**src/rtl/wr_route_pkg.sv**
```systemverilog
// rtl/wr_route_pkg.sv - shared target indices, state type and helpers for the write router
package wr_route_pkg;

    localparam int NUM_TGT   = 4;
    localparam int TGT_DMEM  = 0;
    localparam int TGT_MMIO  = 1;
    localparam int TGT_TIMER = 2;
    localparam int TGT_DBG   = 3;

    typedef enum logic {
        IDLE = 1'b0,
        SEND = 1'b1
    } state_t;

    function automatic logic [NUM_TGT-1:0] sel_onehot(input logic [1:0] sel);
        return 4'b0001 << sel;
    endfunction

endpackage

```
**src/rtl/wr_timeout_cnt.sv**
```systemverilog
// rtl/wr_timeout_cnt.sv - clearable SEND-cycle counter with terminal-count flag
//
// Ports:
//   clk, rst_n : clock, asynchronous active-low reset
//   clr        : reload the count to zero (new request captured)
//   inc        : count one more cycle without acceptance
//   tc         : count has reached TIMEOUT-1 (always 0 when TIMEOUT == 0)
module wr_timeout_cnt #(
    parameter int TIMEOUT = 16
) (
    input  logic clk,
    input  logic rst_n,
    input  logic clr,
    input  logic inc,
    output logic tc
);

    localparam int W = (TIMEOUT > 1) ? $clog2(TIMEOUT) : 1;

    logic [W-1:0] cnt;

    // The request is dropped as soon as tc is seen, so the count never
    // needs to go past TIMEOUT-1; with the timeout disabled it simply wraps.
    always_ff @(posedge clk or negedge rst_n) begin
        if (!rst_n) begin
            cnt <= '0;
        end else if (clr) begin
            cnt <= '0;
        end else if (inc) begin
            cnt <= cnt + 1'b1;
        end
    end

    generate
        if (TIMEOUT == 0) begin : g_off
            assign tc = 1'b0;
        end else begin : g_on
            assign tc = (cnt == W'(TIMEOUT - 1));
        end
    endgenerate

endmodule

```
**src/rtl/wr_demux_1x4.sv**
```systemverilog
// rtl/wr_demux_1x4.sv - one-source, four-target write router with timeout
//
// Ports:
//   clk, rst_n                      : clock, asynchronous active-low reset
//   in_valid/in_ready               : source handshake
//   in_sel, in_addr, in_data, in_be : request target index and payload
//   out_valid[3:0] / out_ready[3:0] : one-hot per-target handshake
//   out_addr, out_data, out_be      : held payload shared by all targets
//   err_pulse, err_sel              : timeout pulse and sticky index of last timeout
//   done_cnt                        : per-target wrapping completion counters
module wr_demux_1x4
    import wr_route_pkg::*;
#(
    parameter int DATA_W  = 32,
    parameter int TIMEOUT = 16,
    parameter int CNT_W   = 8
) (
    input  logic                   clk,
    input  logic                   rst_n,
    input  logic                   in_valid,
    output logic                   in_ready,
    input  logic [1:0]             in_sel,
    input  logic [DATA_W-1:0]      in_addr,
    input  logic [DATA_W-1:0]      in_data,
    input  logic [3:0]             in_be,
    output logic [3:0]             out_valid,
    input  logic [3:0]             out_ready,
    output logic [DATA_W-1:0]      out_addr,
    output logic [DATA_W-1:0]      out_data,
    output logic [3:0]             out_be,
    output logic                   err_pulse,
    output logic [1:0]             err_sel,
    output logic [4*CNT_W-1:0]     done_cnt
);

    state_t           state;
    logic [1:0]       sel_q;
    logic [CNT_W-1:0] cnt_q [NUM_TGT];
    logic             accept;
    logic             capture;
    logic             tmo_tc;

    // Only the held target's ready matters; the others are ignored.
    assign accept   = (state == SEND) && out_ready[sel_q];
    // Pass-through ready in SEND lets a new request land on the accept edge.
    assign in_ready = (state == IDLE) ? 1'b1 : out_ready[sel_q];
    assign capture  = in_valid && in_ready;

    wr_timeout_cnt #(
        .TIMEOUT (TIMEOUT)
    ) u_tmo (
        .clk   (clk),
        .rst_n (rst_n),
        .clr   (capture),
        .inc   ((state == SEND) && !accept),
        .tc    (tmo_tc)
    );

    always_ff @(posedge clk or negedge rst_n) begin
        if (!rst_n) begin
            state     <= IDLE;
            sel_q     <= 2'd0;
            out_valid <= 4'b0000;
            out_addr  <= '0;
            out_data  <= '0;
            out_be    <= 4'b0000;
            err_pulse <= 1'b0;
            err_sel   <= 2'd0;
            for (int k = 0; k < NUM_TGT; k++) begin
                cnt_q[k] <= '0;
            end
        end else begin
            err_pulse <= 1'b0;

            if (accept) begin
                for (int k = 0; k < NUM_TGT; k++) begin
                    if (sel_q == 2'(k)) begin
                        cnt_q[k] <= cnt_q[k] + 1'b1;
                    end
                end
            end

            // Payload and sel are only sampled on a real capture, so an
            // undriven in_sel while in_valid is low never reaches the outputs.
            if (capture) begin
                state     <= SEND;
                sel_q     <= in_sel;
                out_valid <= sel_onehot(in_sel);
                out_addr  <= in_addr;
                out_data  <= in_data;
                out_be    <= in_be;
            end else begin
                case (state)
                    IDLE: begin
                        out_valid <= 4'b0000;
                    end
                    SEND: begin
                        if (accept) begin
                            state     <= IDLE;
                            out_valid <= 4'b0000;
                        end else if (tmo_tc) begin
                            // Acceptance takes priority, so this branch is a true drop.
                            state     <= IDLE;
                            out_valid <= 4'b0000;
                            err_pulse <= 1'b1;
                            err_sel   <= sel_q;
                        end
                    end
                    default: begin
                        state     <= IDLE;
                        out_valid <= 4'b0000;
                    end
                endcase
            end
        end
    end

    generate
        for (genvar g = 0; g < NUM_TGT; g++) begin : g_cnt
            assign done_cnt[g*CNT_W +: CNT_W] = cnt_q[g];
        end
    endgenerate

endmodule

```
**config.mk**
```make
export PLATFORM = sky130hd
export DESIGN_NAME = wr_demux_1x4
export DESIGN_NICKNAME = d
export VERILOG_FILES = /design/src/rtl/wr_route_pkg.sv /design/src/rtl/wr_timeout_cnt.sv /design/src/rtl/wr_demux_1x4.sv
export SDC_FILE = /design/constraint.sdc
export NUM_CORES = 1
export LEC_CHECK = 0
export BUFFER_PORTS_ARGS = -buffer_cell sky130_fd_sc_hd__buf_2
export CAP_MARGIN = 20
export CELL_PAD_IN_SITES_DETAIL_PLACEMENT = 1
export CELL_PAD_IN_SITES_GLOBAL_PLACEMENT = 1
export CORE_UTILIZATION = 40
export CTS_BUF_LIST = sky130_fd_sc_hd__clkbuf_8
export CTS_CLUSTER_SIZE = 10
export DETAILED_ROUTE_END_ITERATION = 10
export PLACE_DENSITY = 0.81
export SETUP_SLACK_MARGIN = 0.2
export SLEW_MARGIN = 20
export SYNTH_ARGS = -nofsm -noshare
export SYNTH_HDL_FRONTEND = slang
export SYNTH_SLANG_ARGS = --single-unit
```
**constraint.sdc**
```tcl
create_clock -name clk -period 5.2 [get_ports clk]
set_input_delay 0.52 -clock clk [delete_from_list [all_inputs] [get_ports clk]]
set_output_delay 0.52 -clock clk [all_outputs]
set_load 0.005 [all_outputs]
```
==> impl_metrics.sql, run 1 <==
INSERT INTO impl_metrics (metric_group, metric, value, unit) VALUES
('setup_path', 'critPathArrivalTime', '3130', 'ps'),
('route', 'number_of_detailed_route_iterations_in_the_first_pass', '7', ''),
('route', 'vias', '3160', ''),
('clock_tree', 'cts-htree-levels', '4', ''),
('sta', 'period_needed', '2820', 'ps'),
('setup_path', 'crit_path_start_kind', 'register', ''),
('clock_tree', 'tritoncts', 'yes', ''),
('layout', 'fin_cells', '657', ''),
('floorplanning', 'start_util', '41.46', '%'),
('sta', 'whs', '115.2', 'ps'),
('layout', 'fin_nets', '583', ''),
('synthesis', 'synthesis.area_per_instance', '15.57', 'um^2'),
('floorplanning', 'die_h', '111.5', 'um'),
('synthesis', 'yosysUniqueCellTypes', '30', ''),
('clock_tree', 'cts_setup_buffers', '0', ''),
('synthesis', 'total_number_of_yosys_warnings', '0', ''),
('layout', 'layout.cells.most_common_list', 'sky130_fd_sc_hd__buf_2, sky130_fd_sc_hd__dfrtp_1, sky130_fd_sc_hd__mux2_4', ''),
('grt', 'grt_pass1_vias', '3485', ''),
('clock_tree', 'clk-insertion-delay-late', '430', 'ps'),
('clock_tree', 'clk_root_buffer_cell', 'sky130_fd_sc_hd__clkbuf_8', ''),
('power', 'static-leakage-power', '3.316', 'nW'),
('route', 'antenna_violating_nets_remaining', '0', ''),
('run_status', 'status', 'finished, violations left', ''),
('layout', 'multi_input_area', '0.001841', 'mm^2'),
('grt', 'grt_pass1_wl', '18510', 'um'),
('layout', 'layout.cells.most_common', 'sky130_fd_sc_hd__buf_2', ''),
('grt', 'grt_antenna_before_repair', '0', ''),
('sta', 'rsz0062_at_grt', 'no', ''),
('synthesis', 'synth-seq-cells', '114', ''),
('place', 'placement.cell_area', '0.005814', 'mm^2'),
('synthesis', 'share_of_async_settable_or_async_resettable_flops_after_synthesis', '100.0', '%'),
('power', 'pd_cells', '574.7', 'mW/mm^2'),
('sta', 'worstMarginPinSlew', '863.1', 'ps'),
('setup_path', 'timing.setup.critical_path_class', 'register to register', ''),
('synthesis', 'post_synth_instance_area', '0.004795', 'mm^2'),
('setup_path', 'cp.required', '5510', 'ps'),
('clock_tree', 'clkSinkCount', '114', ''),
('sta', 'fin_skew', '10.21', 'ps'),
('floorplanning', 'pin_count', '185', ''),
('route', 'wl_per_cell', '16.85', 'um'),
('clock_tree', 'post_cts_resize_count', '0', ''),
('synthesis', 'synth_edf_count', '0', ''),
('sta', 'final.period_utilization', '54.24', '%'),
('place', 'final_replace_weighted_congestion', '0.7284', ''),
('route', 'first_iter_violations', '117', ''),
('route', 'route.detailed.vias_per_inst', '4.810', ''),
('layout', 'area_growth_syn_to_layout', '31.08', '%'),
('floorplanning', 'core-area', '0.01156', 'mm^2'),
('sta', 'sum_of_negative_setup_slack', '0', 'ps'),
('grt', 'grt_remaining_overflow', '0', ''),
('grt', 'grt_max_degree', '62', ''),
('run', 'cap_viol_max_count', '0', ''),
('run_status', 'failed_checks', 'DRC', ''),
('floorplanning', 'die_width', '111.5', 'um'),
('route', 'postRouteWirelength', '11070', 'um'),
('clock_tree', 'hold_buffers', '0', ''),
('clock_tree', 'cts.path.max_buffers', '2', ''),
('floorplanning', 'fp-row-count', '39', ''),
('synthesis', 'post_synth_inst_count', '308', ''),
('setup_path', 'cp_max_fo', '47', ''),
('power', 'max-vdd-ir-drop', '0.0002955', 'V'),
('layout', 'finish.instance_area', '0.006285', 'mm^2'),
('grt', 'grt_usage', '19.48', '%'),
('sta', 'clock.fmax', '354.5', 'MHz'),
('sta', 'finalHoldViolCount', '0', ''),
('layout', 'ratio_of_cells_with_drive_above_1_in_the_final_layout', '56.23', '%'),
('place', 'dp_hpwl', '7881', 'um'),
('floorplanning', 'die_area', '0.01243', 'mm^2'),
('clock_tree', 'path_clk_slew', '70', 'ps'),
('clock_tree', 'cts-buffers-inserted', '17', ''),
('synthesis', 'mapped_nets', '390', ''),
('worst_hold_path', 'worstHoldPathType', 'input port to async pin', ''),
('setup_path', 'timing.critical_path.to_type', 'register', ''),
('sta', 'relSlewSlack', '42.46', '%'),
('synthesis', 'synth-seq-area-share', '59.50', '%'),
('place', 'buffer_ports.inserted', '184', ''),
('sta', 'slew_viol_final', '0', ''),
('sta', 'report.final.setup_viol', '0', ''),
('layout', 'filler_cell_count', '1227', ''),
('route', 'drcViolationCount', '15', ''),
('layout', 'sequential_cell_area', '0.002853', 'mm^2'),
('synthesis', 'most_common_flop_cell_mapped_by_yosys', 'sky130_fd_sc_hd__dfrtp_1', ''),
('layout', 'antennaDiodeCount', '0', ''),
('place', 'placed_cells_incl_taps', '625', '');
registers in the layout, summed over array words and instances (netlist names), 2 cells and up:
| register | cells |
|---|---|
| sel_q | 2 |
| out_addr | 32 |
| done_cnt | 32 |
| out_valid | 4 |
| err_sel | 2 |
| out_be | 4 |
| out_data | 32 |
| u_tmo.cnt | 4 |
path summary, 6_finish.rpt:
kind / start / endpoint / slack (ps) / cells past startpoint
min in group clk: in_addr[22] / out_addr[22] / 290 / 2
min: rst_n / done_cnt[28] / 120 / 1
max reg2reg: sel_q[1] / out_data[11] / 2380 / 5
min reg2reg: done_cnt[31] / done_cnt[31] / 480 / 1
max: sel_q[1] / out_data[11] / 2380 / 5
max in group asynchronous: rst_n / out_addr[17] / 3880 / 2
cell families (layout without fill, tap and decap cells):
family	after synthesis	after routing	synth area share, %
compound gates	10	10	1.670
flops	114	114	59.50
fa+ha+maj	5	5	1.305
xor+xnor	29	29	5.297
buf+inv	13	219	2.114
mux	78	78	23.23
simple gates	59	59	6.890
worst max-delay path: stages, from the launching register on:
cell and delay, ps:
sky130_fd_sc_hd__dfrtp_1 480, sky130_fd_sc_hd__mux2_2 390, sky130_fd_sc_hd__a2bb2oi_4 210, sky130_fd_sc_hd__nand2_4 670, sky130_fd_sc_hd__buf_4 530, sky130_fd_sc_hd__mux2_1 370
cell usage after synthesis, drive strengths merged (2+ instances only):
master  number  area [um^2]
dfrtp      114         2853
mux2        77         1104
xnor2       24        210.2
nand2       21        86.33
and3        11        68.82
nand4       11        68.82
buf          7        78.83
clkbuf       5        18.77
ha           5        62.56
o21ai        5        25.02
xor2         5        43.79
nor2         3        11.26
a21o         2        15.01
nand2b       2        12.51
nand3        2        10.01
nand4b       2        17.52
nor2b        2        12.51
layout make-up:
| cell class | count | area share (%) |
|---|---|---|
| Clock buffer | 21 | 4.599 |
| Clock inverter | 11 | 2.887 |
| Inverter | 1 | 0.05973 |
| Multi-Input combinational cell | 181 | 29.29 |
| Sequential cell | 114 | 45.39 |
| Tap cell | 143 | 2.847 |
| Timing Repair Buffer | 186 | 14.93 |
per-layer routing:
metal / wire, um / GRT usage, %
met1: 4625 / 24.33
met3: 795 / 6.042
met2: 5446 / 31.13
met4: 201 / 8.739
met5: 0 / 0
where the power goes:
part | internal, mW | switching [mW]
Combinational | 0.714 | 0.463
Clock | 0.617 | 0.349
Sequential | 1.23 | 0.243
metrics by stage:
step | total power [mW] | util (%) | worst slack (ps)
2_1_floorplan | 2.166 | - | 3482
3_3_place_gp | 2.599 | 50.28 | 2403
3_5_place_dp | 2.668 | 50.28 | 2335
4_1_cts | 3.668 | 54.34 | 2367
5_1_grt | 3.843 | 54.34 | 2226
6_report | 3.612 | 54.34 | 2380
(Power assumes the default switching activity.)
==> run 2: changes to the inputs <==
- ABC_AREA: default -> 1
- CORE_UTILIZATION: 40 -> 37
- PLACE_DENSITY: 0.81 -> 0.82
- clock period: 5.2 -> 2.9 ns (I/O delays scaled with it)
==> impl_metrics.sql, run 2 <==
INSERT INTO impl_metrics (metric_group, metric, value, unit) VALUES
('power', 'power.share.switching', '37.78', '%'),
('synthesis', 'synthMostInstantiatedCell', 'sky130_fd_sc_hd__nand2_1', ''),
('synthesis', 'synth-seq-cells', '114', ''),
('clock_tree', 'clk-insertion-delay-late', '430', 'ps'),
('worst_hold_path', 'worstHoldPathType', 'input port to register', ''),
('clock_tree', 'clk_root_buffer_cell', 'sky130_fd_sc_hd__clkbuf_8', ''),
('power', 'max-vdd-ir-drop', '0.0004209', 'V'),
('place', 'buffer_ports.inserted', '184', ''),
('layout', 'filler_cell_count', '1658', ''),
('sta', 'slew_viol_final', '0', ''),
('clock_tree', 'cts-htree-levels', '4', ''),
('synthesis', 'synth_top_cells_by_count', 'sky130_fd_sc_hd__nand2_1, sky130_fd_sc_hd__dfrtp_1, sky130_fd_sc_hd__inv_1', ''),
('route', 'vias', '4490', ''),
('layout', 'postLayoutCoreUtil', '49.63', '%'),
('floorplanning', 'start_util', '38.58', '%'),
('grt', 'grt_remaining_overflow', '0', ''),
('layout', 'layout.cells.most_common', 'sky130_fd_sc_hd__nand2_1', ''),
('grt', 'grt_max_degree', '79', ''),
('route', 'number_of_detailed_route_iterations_in_the_first_pass', '4', ''),
('clock_tree', 'tritoncts', 'yes', ''),
('synthesis', 'synth_area_leader_cell', 'sky130_fd_sc_hd__dfrtp_1', ''),
('power', 'clock_share_of_power', '22.4', '%'),
('setup_path', 'critPathArrivalTime', '2690', 'ps'),
('synthesis', 'yosysUniqueCellTypes', '21', ''),
('power', 'power_switching', '2.291', 'mW'),
('synthesis', 'synth.top_cells.by_area', 'sky130_fd_sc_hd__dfrtp_1, sky130_fd_sc_hd__nand2_1, sky130_fd_sc_hd__xor2_1', ''),
('clock_tree', 'hold_buffers', '1', ''),
('route', 'drcViolationCount', '0', ''),
('synthesis', 'post_synth_instance_area', '0.004947', 'mm^2'),
('layout', 'area_growth_syn_to_layout', '28.65', '%'),
('layout', 'fin_nets', '853', ''),
('run_status', 'status', 'finished clean', ''),
('synthesis', 'share_of_the_synthesized_area_in_the_top_cell_type', '57.66', '%'),
('grt', 'grt_pass1_vias', '4806', ''),
('clock_tree', 'cts_setup_buffers', '0', ''),
('power', 'cell_internal_pwr', '3.774', 'mW'),
('sta', 'fin_skew', '6.381', 'ps'),
('synthesis', 'post_synth_inst_count', '583', ''),
('sta', 'sum_of_negative_setup_slack', '0', 'ps'),
('grt', 'grt_antenna_before_repair', '0', ''),
('floorplanning', 'fp-row-count', '41', ''),
('floorplanning', 'die_area', '0.01384', 'mm^2'),
('run', 'cap_viol_max_count', '0', ''),
('sta', 'relSlewSlack', '39.48', '%'),
('synthesis', 'mapped_nets', '665', ''),
('synthesis', 'total_number_of_yosys_warnings', '0', ''),
('clock_tree', 'path_clk_slew', '60', 'ps'),
('route', 'antenna_violating_nets_remaining', '0', ''),
('power', 'sequentialPowerShare', '43.3', '%'),
('setup_path', 'timing.reg2reg.setup_slack', '530', 'ps'),
('sta', 'report.final.setup_viol', '0', ''),
('synthesis', 'most_common_flop_cell_mapped_by_yosys', 'sky130_fd_sc_hd__dfrtp_1', ''),
('route', 'first_iter_violations', '194', ''),
('layout', 'ratio_of_cells_with_drive_above_1_in_the_final_layout', '28.57', '%'),
('setup_path', 'timing.setup.critical_path_class', 'register to register', ''),
('floorplanning', 'pin_count', '185', ''),
('grt', 'grt_usage', '21.66', '%'),
('route', 'postRouteWirelength', '13890', 'um'),
('sta', 'finalHoldViolCount', '0', ''),
('power', 'static-leakage-power', '3.872', 'nW'),
('clock_tree', 'cts-buffers-inserted', '17', ''),
('floorplanning', 'core-area', '0.01282', 'mm^2'),
('sta', 'period_needed', '2372', 'ps'),
('layout', 'sequential_cell_area', '0.002853', 'mm^2'),
('floorplanning', 'die_h', '117.6', 'um'),
('synthesis', 'synthesis.area_per_instance', '8.486', 'um^2'),
('floorplanning', 'die_width', '117.6', 'um'),
('clock_tree', 'post_cts_resize_count', '0', ''),
('setup_path', 'cp.required', '3210', 'ps'),
('place', 'dp_hpwl', '9935', 'um'),
('setup_path', 'timing.critical_path.to_type', 'register', ''),
('clock_tree', 'cts.path.max_buffers', '2', ''),
('layout', 'multi_input_area', '0.001827', 'mm^2'),
('synthesis', 'share_of_async_settable_or_async_resettable_flops_after_synthesis', '100.0', '%'),
('route', 'wl_per_cell', '14.53', 'um'),
('route', 'route.detailed.vias_per_inst', '4.697', ''),
('sta', 'final.period_utilization', '81.80', '%'),
('clock_tree', 'clkSinkCount', '114', ''),
('sta', 'worstMarginPinSlew', '907.8', 'ps'),
('grt', 'grt_pass1_wl', '23840', 'um'),
('layout', 'antennaDiodeCount', '0', ''),
('power', 'power.share.combinational', '34.2', '%'),
('setup_path', 'crit_path_start_kind', 'register', ''),
('place', 'final_replace_weighted_congestion', '0.8192', ''),
('synthesis', 'synth-seq-area-share', '57.66', '%'),
('sta', 'clock.fmax', '421.6', 'MHz'),
('synthesis', 'synth_edf_count', '0', ''),
('layout', 'layout.cells.most_common_list', 'sky130_fd_sc_hd__nand2_1, sky130_fd_sc_hd__buf_2, sky130_fd_sc_hd__dfrtp_1', ''),
('sta', 'rsz0062_at_grt', 'no', ''),
('power', 'pd_cells', '952.9', 'mW/mm^2'),
('setup_path', 'cp_max_fo', '68', '');
## run 2: cell count changes in the layout (fill, tap and decap cells not counted), sizes merged, moves of 3 or more
cell	before	now
mux2	77	0
xor2	5	16
nand4	11	8
nor2	3	20
and3	11	0
nand2	21	318
inv	2	43
nand3	2	22
bufinv	5	1
xnor2	24	7
o21ai	5	13
## run 2: path summary, 6_finish.rpt
check                                  from           end  cells past startpoint
worst max-delay path               sel_q[0]   out_addr[5]                      9
worst min-delay path            in_addr[30]  out_addr[30]                      3
worst max register to register     sel_q[0]   out_addr[5]                      9
worst min register to register    out_be[0]     out_be[0]                      2
max in group asynchronous             rst_n  out_data[30]                      3
min in group asynchronous             rst_n  out_addr[27]                      2
## run 2: final cells by class
| type | count | share of cell area, % |
|---|---|---|
| sequential | 114 | 44.82 |
| multi-input combinational | 412 | 28.70 |
| timing repair buffer | 187 | 15.10 |
| clock buffer | 21 | 4.541 |
| tap | 172 | 3.381 |
| inverter | 39 | 2.320 |
| clock inverter | 11 | 1.140 |
## run 2: per-stage QoR
stage	area [um^2]	hold slack [ps]	total power [mW]	setup slack [ps]	cells
2_1_floorplan	4947	-5.591	3.772	1470	583
3_5_place_dp	5992	320.0	4.752	638.8	923
3_3_place_gp	5992	313.6	4.602	795.4	923
4_1_cts	6364	21.23	6.174	585.3	956
6_report	6365	52.06	6.065	527.9	956
5_1_grt	6365	17.33	6.579	204.2	956
## run 2: per-layer routing
| layer | track usage (%) | routed length [um] | vias up |
|---|---|---|---|
| li1 | - | - | 2146 |
| met1 | 24.91 | 5558 | 2186 |
| met2 | 36.40 | 7039 | 142 |
| met3 | 8.430 | 1086 | 16 |
| met4 | 7.853 | 204 | 0 |
| met5 | 0 | 0 | - |
## run 2: cell families after synthesis
logic type	Yosys count	share of synthesized area (%)
adders and majority gates	5	1.265
AOI/OAI and AO/OA	14	1.694
buffers and inverters	57	5.412
DFF	114	57.66
xor gates and xnor gates	23	4.072
and+or+nand+nor	370	29.89
## run 2: power groups by stage
| stage | Clock (mW) | Sequential (mW) | Combinational (mW) |
|---|---|---|---|
| final | 1.36 | 2.63 | 2.08 |
| after global routing | 1.49 | 2.72 | 2.37 |
| after CTS | 1.41 | 2.64 | 2.13 |
| after detailed placement | 0 | 2.64 | 2.11 |
| after global placement | 0 | 2.60 | 2.00 |
| after floorplan | 0 | 2.63 | 1.14 |
## run 2: critical path, stage by stage, from the launching register on
cell	delay [ps]
sky130_fd_sc_hd__dfrtp_1	500
sky130_fd_sc_hd__inv_2	100
sky130_fd_sc_hd__nand2_1	70
sky130_fd_sc_hd__nand2_1	60
sky130_fd_sc_hd__nand2_2	100
sky130_fd_sc_hd__nand3_2	200
sky130_fd_sc_hd__nand2_2	140
sky130_fd_sc_hd__clkinv_2	680
sky130_fd_sc_hd__nand2_1	290
sky130_fd_sc_hd__nand2_1	70
